===== src/rtl/compute_work_pipe.sv =====
// Two-stage compute/work pipeline with valid/ready handshaking on both sides.
// S1 computes add/sub/accumulate/clear; S2 holds the sum and its derived work value.
module compute_work_pipe #(
    parameter int WIDTH    = 8,
    parameter bit SATURATE = 1'b0
) (
    input  logic             clk_i,
    input  logic             rst_i,
    input  logic [WIDTH-1:0] a_i,
    input  logic [WIDTH-1:0] b_i,
    input  logic [1:0]       mode_i,
    input  logic             valid_i,
    output logic             ready_o,
    output logic [WIDTH:0]   sum_o,
    output logic [WIDTH:0]   work_o,
    output logic             valid_o,
    input  logic             ready_i,
    output logic             overflow_o
);

    localparam logic [1:0] MODE_ADD   = 2'b00;
    localparam logic [1:0] MODE_SUB   = 2'b01;
    localparam logic [1:0] MODE_ACC   = 2'b10;
    localparam logic [1:0] MODE_CLEAR = 2'b11;

    logic             v1;
    logic             v2;
    logic [WIDTH:0]   s1_sum;
    logic [WIDTH:0]   acc;
    logic [WIDTH+1:0] acc_ext;
    logic             acc_carry;
    logic [WIDTH:0]   acc_next;
    logic [WIDTH:0]   result;
    logic             adv2;
    logic             adv1;
    logic             accept;

    assign adv2    = ~v2 | ready_i;
    assign adv1    = ~v1 | adv2;
    assign ready_o = adv1;
    assign accept  = valid_i & adv1;
    assign valid_o = v2;

    always_comb begin
        acc_ext   = {1'b0, acc} + {2'b00, a_i};
        acc_carry = acc_ext[WIDTH+1];
        acc_next  = (SATURATE && acc_carry) ? '1 : acc_ext[WIDTH:0];
        case (mode_i)
            MODE_ADD:   result = {1'b0, a_i} + {1'b0, b_i};
            MODE_SUB:   result = {1'b0, a_i} - {1'b0, b_i};
            MODE_ACC:   result = acc_next;
            MODE_CLEAR: result = '0;
            default:    result = '0;
        endcase
    end

    // Accumulator and overflow flag move only on an accepted transaction.
    always_ff @(posedge clk_i or posedge rst_i) begin
        if (rst_i) begin
            acc        <= '0;
            overflow_o <= 1'b0;
        end else if (accept) begin
            if (mode_i == MODE_ACC) begin
                acc <= acc_next;
                if (acc_carry)
                    overflow_o <= 1'b1;
            end else if (mode_i == MODE_CLEAR) begin
                acc        <= '0;
                overflow_o <= 1'b0;
            end
        end
    end

    always_ff @(posedge clk_i or posedge rst_i) begin
        if (rst_i) begin
            v1     <= 1'b0;
            s1_sum <= '0;
        end else if (adv1) begin
            v1 <= accept;
            if (accept)
                s1_sum <= result;
        end
    end

    // work is derived from the S1 sum as it moves into S2, so both outputs change together.
    always_ff @(posedge clk_i or posedge rst_i) begin
        if (rst_i) begin
            v2     <= 1'b0;
            sum_o  <= '0;
            work_o <= '0;
        end else if (adv2) begin
            v2 <= v1;
            if (v1) begin
                sum_o  <= s1_sum;
                work_o <= {1'b1, ~s1_sum[WIDTH-1:0]};
            end
        end
    end

endmodule


===== config.mk =====
export PLATFORM = sky130hd
export DESIGN_NAME = compute_work_pipe
export DESIGN_NICKNAME = d
export VERILOG_FILES = /design/src/rtl/compute_work_pipe.sv
export SDC_FILE = /design/constraint.sdc
export NUM_CORES = 1
export LEC_CHECK = 0
export CORE_UTILIZATION = 40
export CTS_BUF_LIST = sky130_fd_sc_hd__clkbuf_4
export CTS_CLUSTER_DIAMETER = 30
export CTS_CLUSTER_SIZE = 14
export DETAILED_ROUTE_END_ITERATION = 10
export HOLD_SLACK_MARGIN = 0.08
export RECOVER_POWER = 25
export SYNTH_ARGS = -nofsm -noshare
export SYNTH_HDL_FRONTEND = slang
export SYNTH_SLANG_ARGS = --single-unit

===== constraint.sdc =====
create_clock -name clk_i -period 2.6 [get_ports clk_i]
set_input_delay 0.26 -clock clk_i [delete_from_list [all_inputs] [get_ports clk_i]]
set_output_delay 0.26 -clock clk_i [all_outputs]
set_load 0.005 [all_outputs]

Word-level counts from Yosys, hierarchy flattened. Index checks and enable logic that the tools add are counted.

Register bits: 39. Input bits: 22. Output and inout port bits: 21. Logic and storage cells: 32.

Add/subtract/negate cells: 3. Equality and inequality tests: 4. Muxes and demuxes: 6. Bitwise operators: 6. Reductions and logical operators: 6.

Operators by type and width (count): one-hot mux 9 bit (4 select lines) (1); 2-to-1 mux 9 bit (2); adder 9 x 8 -> 10 bit (1); adder 8 x 8 -> 9 bit (1); subtractor 8 x 8 -> 9 bit (1); inverter 8 bit (1); AND reduction 2 bit (3); == test 2 bit (second input constant) (2); 2-to-1 mux 1 bit (3); AND reduction 3 bit (1); == test 2 x 1 -> 1 bit (second input constant) (1); logical NOT 2 bit (1); inequality test 2 bit (second input constant) (1); inverter 1 bit (2); OR 1 bit (2); nonzero test 2 bit (1); bitwise AND 1 bit (1).

Depth between registers and ports, before layout.
Word-level depth: 5. Gate-level depth with buffers: 13. Depth with buffers taken out: 12.

Worst setup path after synthesis. Ideal clock, no wire load.

Kind: input to register. From: input port mode_i[1]. To: register s1_sum[7]. Setup time: 0.126 ns. Data arrival time: 2.278 ns. Data required time: 2.474 ns. Path slack: 0.196 ns. Stages: 12. Path buffers: 1. Cells stage by stage: buf_2 inv_2 nand2_1 o21ai_0 inv_1 ha_1 nor2b_4 o211ai_2 a21boi_1 o41ai_1 xnor2_1 a221o_1.

Longest elaborated chain between the ends: 2. Elaborated cells on any way between the ends: 5. Classes of those cells: 3 x eq/ne; 1 x mux; 1 x reduce/logical.

Ends and longest elaborated chain: from (decl) (line 11) `input logic [1:0] mode_i,`; == test 2 bit (tied with other cells) (line 48) `case (mode_i)`; one-hot mux 9 bit (4 select lines) (*) (line 48); to (signal assigned) (line 81) `s1_sum <= result;`; to (decl) (line 28) `logic [WIDTH:0] s1_sum;`.

Mark *: on every way between the ends. The rest lies on a longest branch, timed or not. A chain may end at the register's enable or synchronous reset.

Worst setup path after layout.
From: input port mode_i[1]. To: register s1_sum[8].

Same word-level chain as after synthesis.

==> results.yml <==
pwr:
  power_density_mw_per_mm2: 672.5
  p_total_w: 0.002143
  peakVddDrop_mv: 0.3960
  power.leakage_nw: 1.486
cts:
  htreeDepth: 2
  cts.path.max_buffers: 2
  cts_buffers: 5
  clock_latency_ns: 0.34
  cts_resized: 0
  cts_tree: "done"
  postCtsSetupBuffers: 0
  clkSinkCount: 39
  path_clk_slew_ns: 0.11
  postCtsHoldBufs: 0
  cts-root-buf: "clkbuf_4"
die:
  row_count: 27
  fp.dieW_um: 79.24
  core-area_mm2: 0.005642
  io_pins: 43
  die-area_mm2: 0.006278
  dieHeight_um: 79.24
  start_util_pct: 42.29
setup_path:
  worst_setup_path_end_kind: "flop"
  critPathArrivalTime_ns: 2.66
  path_max_fanout: 4
  crit_type: "primary input to flop"
  crit_required_ns: 2.84
  startpoint_type: "primary input"
grt:
  grt_use_met3_pct: 2.414
  antenna_found_initial: 0
  overflow: 0
  grt_max_degree: 40
  grt_usage_pct: 18.36
  grt_first_pass_wirelength_mm: 8.763
  first_global_vias: 1879
  grtUsageMet1_pct: 24.00
  top_usage_layer: "met2"
  gr-usage-met2_pct: 31.21
flow_run:
  maxCapViolCount: 1
synthesis:
  yosys.area.top_type_share_pct: 40.90
  syn_avg_cell_area_um2: 9.901
  ys_top_cells_by_area: "dfrtp_1 (41%), ha_1 (8.9%), mux2_2 (5.2%)"
  synth_cells: 241
  ys_ff_latch: 39
  syn_nets: 282
  synth.distinct_cells: 44
  async_flop_share_pct: 100.0
  ys_seq_area_share_pct: 40.90
  synth_top_flop_cell: "dfrtp_1"
  yosys.area.top_type: "dfrtp_1"
  ys.warnings.count: 0
  synth_edf_count: 0
  synth_area_mm2: 0.002386
final_layout:
  layout_common_cells: "clkdlybuf4s50_1 (42), dfrtp_1 (39), buf_4 (30), nand2_1 (24), nor2_1 (20)"
  diodes: 0
  final_layout_size_suffix_gt1_share_pct: 19.30
  final_common_cell: "clkdlybuf4s50_1"
  final_cells: 388
  fin_nets: 356
  areaGrowthSynthToFinish_pct: 33.56
  finish.instance_area_mm2: 0.003187
routing:
  vias_per_cell: 5.162
  first_pass_iters: 4
  vias: 2003
  wl_mm: 5.062
  drtIter0Drc: 84
  ant_nets: 0
  wl_per_cell_um: 13.05
  post-route-drc-count: 0
outcome:
  violations: "max-capacitance violations, max-slew violations"
  status: "finished with violations"
timing:
  finClkSkew_ns: 0.01570
  rsz0062_at_grt: "yes"
  min_period_ns: 2.427
  slew_violations: 40
  setup_viol: 0
  finalHoldViolCount: 0
  post-route-period-util_pct: 93.33
  fmax_ghz: 0.4121
  tightestPinTransition_ns: 2.057
  slew_headroom_pct: -37.17
placed_design:
  post-dp-hpwl_mm: 4.068
  place_inst: 380
  placed_area_mm2: 0.003104
  port_buffers: 42
  place_congestion: 0.8336
hold_path:
  hold_class: "flop to flop"
## worst max-delay path, cell delays in order
cell             delay, ns
clkdlybuf4s50_1       0.53
inv_2                 0.05
nand2_1               0.11
buf_4                 0.12
o31ai_1               0.07
xor2_1                0.14
ha_1                  0.34
o21ai_1               0.13
a21oi_1               0.05
buf_4                 0.15
a221oi_2              0.26
xnor2_1               0.12
a221oi_2              0.27
nor2_1                0.07
## layer usage
layer / wire length (um) / share of wire [%] / vias to the layer above
met3: 156 / 3.1 / 6
met5: 0 / 0 / -
met1: 2403 / 47 / 932
li1: - / - / 1012
met4: 73 / 1.4 / 0
met2: 2428 / 48 / 53
## cell type report
class	count	area, um^2
clock buffers	5	37.54
clock inverters	3	38.79
fillers	510	2455
inverters	7	26.28
multi-input cells	189	1369
flip-flops and latches	39	975.9
well taps	72	90.09
repair buffers	73	649.4
## flip-flops by register name, summed over array words and instances, names as in the netlist
register and count:
acc 9, s1_sum 9, sum_o 9, work_o 9
overflow_o 1, v1 1, valid_o 1
## report_power, final
part | switching [W] | total, W | internal, W
sequential | 0.0000992 | 0.000861 | 0.000762
combinational | 0.000376 | 0.000888 | 0.000512
clock | 0.000196 | 0.000394 | 0.000198
total | 0.000671 | 0.00214 | 0.00147
## worst paths after layout
kind,start,endpoint,slack (ns),cells after the start
worst max-delay path,mode_i[1],s1_sum[8],0.17,14
worst min-delay path,work_o[8],work_o[8],0.47,1
worst max register to register,acc[0],s1_sum[6],0.38,8
worst min register to register,work_o[8],work_o[8],0.47,1
max in group asynchronous,rst_i,sum_o[4],0.45,3
min in group asynchronous,rst_i,s1_sum[4],0.97,3
## kinds of logic (layout without fill, tap and decap cells)
logic type,after synthesis,in the layout,share of synthesized area (%)
fa+ha+maj,19,19,10.59
mux,11,11,5.191
buf+inv,13,88,2.150
flops,39,39,40.90
xor+xnor,16,16,6.188
simple gates,74,74,14.95
compound gates,69,69,20.03
## synth_stat cells, drive strengths merged (4+ instances only)
cell type  number
ha             17
nand2          24
a211oi          5
xor2            6
a31oi           4
a21oi          13
dfrtp          39
nor2           20
nand2b         11
nor3            8
o21ai          22
a21o            8
mux2           11
inv             7
xnor2          10
## through the flow
step / hold slack, ns / setup WS [ns] / setup TNS, ns / utilization, %
final: 0.4730 / 0.1735 / 0 / 56.49
after global routing: 0.5017 / -0.001043 / -0.001043 / 56.49
after CTS: 0.3495 / 0.08883 / 0 / 56.38
after detailed placement: 0.4523 / -0.2732 / -0.8817 / 55.02
after global placement: 0.4482 / -0.2451 / -0.7875 / 55.02
after floorplan: 0.3591 / 0.1956 / 0 / -
(Power assumes the default switching activity.)
